## config.mk

```make
export PLATFORM = sky130hd
export DESIGN_NAME = fifo_16to8
export DESIGN_NICKNAME = d
export VERILOG_FILES = /design/src/rtl/fifo_16to8.sv
export SDC_FILE = /design/constraint.sdc
export NUM_CORES = 2
export LEC_CHECK = 0
export CORE_UTILIZATION = 30
export CTS_CLUSTER_SIZE = 20
export DETAILED_ROUTE_END_ITERATION = 8
export PLACE_DENSITY = 0.41
export SLEW_MARGIN = 25
export SYNTH_ARGS = -nofsm -noshare
export SYNTH_HDL_FRONTEND = slang
export SYNTH_SLANG_ARGS = --single-unit
```

## constraint.sdc

```tcl
create_clock -name clock -period 4.8 [get_ports clock]
set_input_delay 0.48 -clock clock [delete_from_list [all_inputs] [get_ports clock]]
set_output_delay 0.48 -clock clock [all_outputs]
set_load 0.02 [all_outputs]
```

## src/rtl/fifo_16to8.sv

```systemverilog
// ---------------------------------------------------------------------------
// fifo_16to8
//   Single-clock mixed-width FIFO. 16-bit ADC words go in on the write side.
//   They come out as 8-bit bytes on the read side, low byte first. The
//   storage is a 256-byte circular buffer, held as 128 words of 16 bits.
//
// Ports
//   clock    in   system clock, all state changes on the rising edge
//   aclr     in   asynchronous active-high clear
//   data     in   [WR_WIDTH-1:0] write word
//   wrreq    in   write request, ignored when wrfull is set
//   rdreq    in   read request, ignored when rdempty is set
//   q        out  [RD_WIDTH-1:0] read byte, valid one clock after an
//                 accepted rdreq and held otherwise
//   wrempty  out  no words occupied
//   wrfull   out  WR_DEPTH words occupied
//   wrusedw  out  occupied words, ceil(bytes/2)
//   rdempty  out  no bytes stored
//   rdfull   out  2*WR_DEPTH bytes stored
//   rdusedw  out  stored bytes modulo 2*WR_DEPTH
// ---------------------------------------------------------------------------
module fifo_16to8 #(
    parameter int WR_WIDTH    = 16,
    parameter int RD_WIDTH    = 8,
    parameter int WR_DEPTH    = 128,
    parameter int USEDW_WIDTH = 8
) (
    input  logic                   clock,
    input  logic                   aclr,
    input  logic [WR_WIDTH-1:0]    data,
    input  logic                   wrreq,
    input  logic                   rdreq,
    output logic [RD_WIDTH-1:0]    q,
    output logic                   wrempty,
    output logic                   wrfull,
    output logic [USEDW_WIDTH-1:0] wrusedw,
    output logic                   rdempty,
    output logic                   rdfull,
    output logic [USEDW_WIDTH-1:0] rdusedw
);

    localparam int BYTE_DEPTH = 2 * WR_DEPTH;
    localparam int WADDR_W    = $clog2(WR_DEPTH);
    localparam int PTR_W      = WADDR_W + 1;
    localparam int CNT_W      = PTR_W + 1;

    // Word-wide storage. The byte write pointer is always even, so it is
    // kept as a word index. The read pointer is a byte index, and its LSB
    // selects the half of the word.
    logic [WR_WIDTH-1:0]    mem_q [WR_DEPTH];

    logic [WADDR_W-1:0]     wr_word_q, wr_word_d;
    logic [PTR_W-1:0]       rd_ptr_q,  rd_ptr_d;
    logic [CNT_W-1:0]       bytes_q,   bytes_d;
    logic [RD_WIDTH-1:0]    q_q,       q_d;

    logic                   wrempty_q, wrempty_d;
    logic                   wrfull_q,  wrfull_d;
    logic [USEDW_WIDTH-1:0] wrusedw_q, wrusedw_d;
    logic                   rdempty_q, rdempty_d;
    logic                   rdfull_q,  rdfull_d;
    logic [USEDW_WIDTH-1:0] rdusedw_q, rdusedw_d;

    logic                   wr_accept;
    logic                   rd_accept;
    logic [WR_WIDTH-1:0]    rd_word;
    logic [RD_WIDTH-1:0]    rd_byte;
    logic [CNT_W-1:0]       words_x2;

    // Both requests are judged against the registered (pre-edge) flags.
    // A word slot that still holds an unread high byte counts as occupied,
    // so wrfull can stay set after one byte has been read.
    always_comb begin
        wr_accept = wrreq & ~wrfull_q;
        rd_accept = rdreq & ~rdempty_q;
    end

    always_comb begin
        rd_word = mem_q[rd_ptr_q[PTR_W-1:1]];
        rd_byte = rd_ptr_q[0] ? rd_word[WR_WIDTH-1:RD_WIDTH]
                              : rd_word[RD_WIDTH-1:0];
    end

    always_comb begin
        wr_word_d = wr_word_q;
        rd_ptr_d  = rd_ptr_q;
        q_d       = q_q;
        bytes_d   = bytes_q;

        if (wr_accept) begin
            wr_word_d = wr_word_q + 1'b1;
        end
        if (rd_accept) begin
            rd_ptr_d = rd_ptr_q + 1'b1;
            q_d      = rd_byte;
        end

        unique case ({wr_accept, rd_accept})
            2'b10:   bytes_d = bytes_q + CNT_W'(2);
            2'b01:   bytes_d = bytes_q - CNT_W'(1);
            2'b11:   bytes_d = bytes_q + CNT_W'(1);
            default: bytes_d = bytes_q;
        endcase
    end

    // Status is computed from the next byte count and then registered. This
    // keeps every flag and count consistent with the others on each edge.
    always_comb begin
        words_x2  = bytes_d + CNT_W'(1);
        wrusedw_d = USEDW_WIDTH'(words_x2 >> 1);
        wrempty_d = (bytes_d == '0);
        wrfull_d  = ((words_x2 >> 1) == CNT_W'(WR_DEPTH));
        rdusedw_d = USEDW_WIDTH'(bytes_d[PTR_W-1:0]);
        rdempty_d = (bytes_d == '0);
        rdfull_d  = (bytes_d == CNT_W'(BYTE_DEPTH));
    end

    always_ff @(posedge clock or posedge aclr) begin
        if (aclr) begin
            wr_word_q <= '0;
            rd_ptr_q  <= '0;
            bytes_q   <= '0;
            q_q       <= '0;
            wrempty_q <= 1'b1;
            wrfull_q  <= 1'b0;
            wrusedw_q <= '0;
            rdempty_q <= 1'b1;
            rdfull_q  <= 1'b0;
            rdusedw_q <= '0;
        end else begin
            wr_word_q <= wr_word_d;
            rd_ptr_q  <= rd_ptr_d;
            bytes_q   <= bytes_d;
            q_q       <= q_d;
            wrempty_q <= wrempty_d;
            wrfull_q  <= wrfull_d;
            wrusedw_q <= wrusedw_d;
            rdempty_q <= rdempty_d;
            rdfull_q  <= rdfull_d;
            rdusedw_q <= rdusedw_d;
        end
    end

    // Storage is never reset. The pointers define which entries are live.
    always_ff @(posedge clock) begin
        if (wr_accept && !aclr) begin
            mem_q[wr_word_q] <= data;
        end
    end

    always_comb begin
        q       = q_q;
        wrempty = wrempty_q;
        wrfull  = wrfull_q;
        wrusedw = wrusedw_q;
        rdempty = rdempty_q;
        rdfull  = rdfull_q;
        rdusedw = rdusedw_q;
    end

endmodule

```

**Word-level counts from Yosys, hierarchy flattened**

Memories as Yosys holds them, arrays and structs flattened.
Cells that the tools add are included.

- Memories kept: 1
- RAM bits: 2048
- Word-level logic and storage cells: 32
- Register bits after elaboration: 51

- Mux-type cells: 4
- Add/sub/neg operators: 6
- Equality and inequality tests: 5
- Bitwise gates (word level): 4
- Reductions and logical operators: 3

Memory list:

| name | depth | bits a word | rd ports | clocked after Yosys merged registers in | write ports | RTL line | source |
|---|---|---|---|---|---|---|---|
| mem_q | 128 | 16 | 1 | 0 | 1 | 50 | `logic [WR_WIDTH-1:0] mem_q [WR_DEPTH];` |

Operator list:

| cell | number |
|---|---|
| $pmux W9 S3 | 1 |
| $add A9 B1 Y9 const B | 2 |
| $add A9 B2 Y9 const B | 1 |
| $eq A9 B9 Y1 const B | 1 |
| $logic_not A9 Y1 | 1 |
| $sub A9 B1 Y9 const B | 1 |
| $add A8 B1 Y8 const B | 1 |
| $eq A8 B8 Y1 const B | 1 |
| $mux W8 | 1 |
| $add A7 B1 Y7 const B | 1 |
| $eq A2 B2 Y1 const B | 2 |
| $and A1 B1 Y1 | 2 |
| $eq A2 B1 Y1 const B | 1 |
| $mux W1 | 2 |
| $not A1 Y1 | 2 |
| $logic_and A1 B1 Y1 | 1 |
| $logic_not A1 Y1 | 1 |

**Logic depth before layout (Yosys ltp)**

- Word-level depth: 6
- Gate-level depth with buffers: 14
- Depth with buffers taken out: 12

**Least setup slack after synthesis**

Ideal clock, no wire load.

- Kind: input to register
- Start point: input port rdreq
- End point: register wrfull_q (netlist: wrfull)
- Arrival time: 3.500 ns
- Data required time: 4.733 ns
- Slack: 1.233 ns
- Stages: 13
- Cells stage by stage: nor2b_1 > clkbuf_1 > clkbuf_1 > nand2_1 > ha_1 > o21ai_0 > a31oi_1 > o21a_1 > o31ai_1 > nor4b_2 > xor2_1 > a2111oi_0 > and3b_1

- Cells in the longest elaborated chain, start to end: 5
- Elaborated cells between the ends (all ways): 7
- Those cells by class: add/sub: 1; eq/ne: 4; mux: 1; bitwise: 1

RTL lines:

| what | RTL line | source |
|---|---|---|
| start, declared | 32 | `input logic rdreq,` |
| $and A1 B1 Y1 * | 75 | `rd_accept = rdreq & ~rdempty_q;` |
| $eq A2 B2 Y1 / $eq A2 B1 Y1 (equally long branches) | 98 | `unique case ({wr_accept, rd_accept})` |
| $pmux W9 S3 * | 98 |  |
| net bytes_d[5] | 54 | `logic [CNT_W-1:0] bytes_q, bytes_d;` |
| $add A9 B1 Y9 * | 109 | `words_x2 = bytes_d + CNT_W'(1);` |
| net words_x2[6] | 68 | `logic [CNT_W-1:0] words_x2;` |
| $eq A8 B8 Y1 * | 112 | `wrfull_d = ((words_x2 >> 1) == CNT_W'(WR_DEPTH));` |
| net wrfull_d | 58 | `logic wrfull_q, wrfull_d;` |
| end signal, assigned | 136 | `wrfull_q <= wrfull_d;` |
| end, declared | 58 |  |

The timed path passes the listed nets; every way through them passes the cells marked *.
A chain may end at the register's enable or synchronous reset.

**Worst setup path after layout**

- Start point: register rd_ptr_q[1]
- End point: register q_q[0] (netlist: q[0])

- Cells in the longest elaborated chain, start to end: 2

RTL lines:

| what | RTL line | source |
|---|---|---|
| start, declared | 53 | `logic [PTR_W-1:0] rd_ptr_q, rd_ptr_d;` |
| start signal, assigned | 132 | `rd_ptr_q <= rd_ptr_d;` |
| $mem_v2 Z128 W16 | -- |  |
| $mux W8 | 80 | `rd_byte = rd_ptr_q[0] ? rd_word[WR_WIDTH-1:RD_WIDTH]` |
| end signal, assigned | 134 | `q_q <= q_d;` |
| end, declared | 55 | `logic [RD_WIDTH-1:0] q_q, q_d;` |

Every way passes these cells.

==> impl_metrics.env <==
export IMPL_max_freq_mhz=224.3
export IMPL_layout_drive_gt1_share=0.2731
export IMPL_dr_pass1_iters=6
export IMPL_power_density_nw_per_um2=558.1
export IMPL_grt_max_degree=129
export IMPL_synth_yosys_seq_area_share=0.7705
export IMPL_maxCapViolCount=0
export IMPL_skew_ps=55.52
export IMPL_coreArea_sq_um=268600
export IMPL_syn2layout_area_growth_pct=16.96
export IMPL_clock_latency_ps=880
export IMPL_numClockSinks=2091
export IMPL_worstSetupStartpoint="rd_ptr_q[1]"
export IMPL_swShare=0.3169
export IMPL_vdd_drop_max_mv=0.3731
export IMPL_gp_congestion=0.8168
export IMPL_start_util=0.3023
export IMPL_criticalPathCategory="reg2reg"
export IMPL_finalCritPeriodShare=0.9288
export IMPL_via_per_inst=5.008
export IMPL_power_frac_comb=0.284
export IMPL_syn_avg_cell_area_sq_um=21.35
export IMPL_cts_root_buffer="clkbuf_16"
export IMPL_maxSlewViolCount=0
export IMPL_clockBufferDepth=3
export IMPL_synth_seq_cells=2091
export IMPL_hold_buffers=2
export IMPL_required_ps=5530
export IMPL_antenna_found_initial=13
export IMPL_fin_crit_ps=4458
export IMPL_leakagePower_nw=29.70
export IMPL_yosysWarnings=0
export IMPL_io_pin_count=48
export IMPL_drt_wl_total_mm=245.3
export IMPL_postCtsSetupBuffers=0
export IMPL_nets=4190
export IMPL_seqPwrFrac=0.395
export IMPL_port_buffers=47
export IMPL_async_flop_share=0.02056
export IMPL_synth_edf_count=2048
export IMPL_endpoint_kind="register"
export IMPL_syn_inst=3804
export IMPL_cts_resized_gates=0
export IMPL_grt_remaining_overflow=0
export IMPL_cts_tree="done"
export IMPL_synth_top_area_frac=0.7572
export IMPL_synth_most_common_cell="edfxtp_1"
export IMPL_synth_top_area_cell="edfxtp_1"
export IMPL_drc=0
export IMPL_rsz0062_at_grt="no"
export IMPL_cp_max_fo=22
export IMPL_antenna_left=0
export IMPL_synth_fp_nets=3838
export IMPL_cts_buffers=228
export IMPL_pwr_share_clk=0.320
export IMPL_synth_common_cells="edfxtp_1, mux4_2, mux2i_1, nor2_1, nand2_1"
export IMPL_worstHoldPathType="in2reg"
export IMPL_slew_headroom=0.2432
export IMPL_status="complete, no violations"
export IMPL_worst_pin_slew_ps=1125
export IMPL_synth_cell_types=68
export IMPL_start_kind="register"
export IMPL_worstPathArrival_ps=5190
export IMPL_num_vias=39590
export IMPL_place_hpwl_mm=147.6
export IMPL_die_w_um=522.3
export IMPL_synth_main_ff_cell="edfxtp_1"
export IMPL_rows=190
export IMPL_power_switching_mw=16.80
export IMPL_internal_power_mw=36.21
export IMPL_die_area_sq_um=272800
export IMPL_die_h_um=522.3
export IMPL_ys_top_cells_by_area="edfxtp_1, mux4_2, mux2i_1"
export IMPL_reg2reg_from="rd_ptr_q[1]"
export IMPL_worst_hold_startpoint="data[4]"
export IMPL_setup_tns_ps=0
export IMPL_hold_violations=0
export IMPL_clk_pin_slew_worst_paths_ps=60
export IMPL_avgRoutedWirePerCell_um=31.03
export IMPL_dr_first_iter_drc_count=3561
export IMPL_grt_total_usage=0.1799
export IMPL_netlist_area_sq_um=81210
export IMPL_grt_pass1_vias=41122
export IMPL_grt_pass1_wl_mm=342.3
export IMPL_total_power_mw=53.01
export IMPL_cts_max_level=4
export IMPL_setup_viol_count_final=0
[power groups by stage]
stage	registers (mW)	logic [mW]	clock network, mW
6_report	21.0	15.1	17.0
5_1_grt	21.0	15.9	18.1
4_1_cts	21.0	15.4	17.4
3_5_place_dp	21.4	15.4	0
3_3_place_gp	21.4	15.3	0
2_1_floorplan	20.9	9.39	0
[critical path, stage by stage, from the launching register on]
cell	delay, ps
dfrtp_4	900
buf_12	320
buf_12	220
buf_4	200
mux4_2	550
a22oi_1	560
a21oi_1	280
nor4_1	960
a211o_1	190
nand3_1	70
[stage by stage]
| stage | setup slack (ps) | hold WS [ps] | cells | utilization | instance area, sq um |
|---|---|---|---|---|---|
| 6_report | 341.6 | 75.46 | 7905 | 0.3536 | 94980 |
| 3_5_place_dp | 412.5 | 522.6 | 7474 | 0.3265 | 87710 |
| 3_3_place_gp | 388.0 | 513.1 | 7472 | 0.3263 | 87660 |
| 4_1_cts | 364.2 | 23.64 | 7892 | 0.3533 | 94910 |
| 5_1_grt | 376.5 | 46.60 | 7895 | 0.3535 | 94960 |
| 2_1_floorplan | 1233 | 479.2 | 3804 | - | 81210 |
[area by class of cell]
class	instances	area [sq um]
Inverter	16	65.06
Antenna cell	11	27.53
Tap cell	3552	4444
Clock buffer	291	5942
Clock inverter	125	1240
Multi-Input combinational cell	1478	17570
Timing Repair Buffer	341	3105
Sequential cell	2091	62590
Fill cell	24961	173600
[logic make-up after synthesis]
family | after synthesis | share of synthesized area
flip-flops | 2091 | 0.7705
multiplexers | 682 | 0.1546
AND/OR/NAND/NOR | 411 | 0.02228
AO/OA/AOI/OAI | 342 | 0.03001
buffers and inverters | 235 | 0.01718
XOR/XNOR | 29 | 0.003128
adder cells (fa/ha/maj) | 14 | 0.002249
[layer usage]
metal / up-vias / track usage / share of wire
met3: 262 / 0.02806 / 0.042
met2: 879 / 0.2949 / 0.48
li1: 16680 / - / -
met1: 21769 / 0.2507 / 0.45
met4: 0 / 0.04110 / 0.021
met5: - / 0 / 0
[cell usage in the layout (no fill, tap or decap), drive strengths merged, types with 13 or more instances in the layout]
master / netlist / final
a221o: 23 / 23
xnor2: 21 / 21
nand3: 49 / 49
nor3: 28 / 28
ha: 13 / 13
clkdlybuf4s50: 0 / 31
a22o: 14 / 14
mux2i: 222 / 222
nor2: 183 / 183
a21oi: 66 / 66
mux4: 458 / 458
nand2: 92 / 92
a221oi: 36 / 36
buf: 130 / 307
edfxtp: 2048 / 2048
bufinv: 0 / 18
clkinv: 0 / 100
dfrtp: 42 / 42
a22oi: 79 / 79
clkbuf: 89 / 291
inv: 16 / 22
o21ai: 36 / 36
a211oi: 14 / 14
a31oi: 22 / 22
[flip-flops by register name (all words and copies together), names as in the netlist]
register	flops
mem_q	2048
wrfull	1
rdfull	1
bytes_q	2
q	8
wr_word_q	7
wrusedw	8
rdusedw	7
rd_ptr_q	8
rdempty	1
[worst paths after layout]
check	endpoint	slack, ps	depth (start not counted)
setup / recovery	q[0]	340	9
hold / removal	mem_q[31][4]	80	1
setup reg to reg	q[0]	340	9
hold reg to reg	wr_word_q[4]	530	1
max in group asynchronous	rd_ptr_q[3]	3510	4
min in group asynchronous	q[7]	750	4
Note: power is estimated with default switching activity, not from simulation.
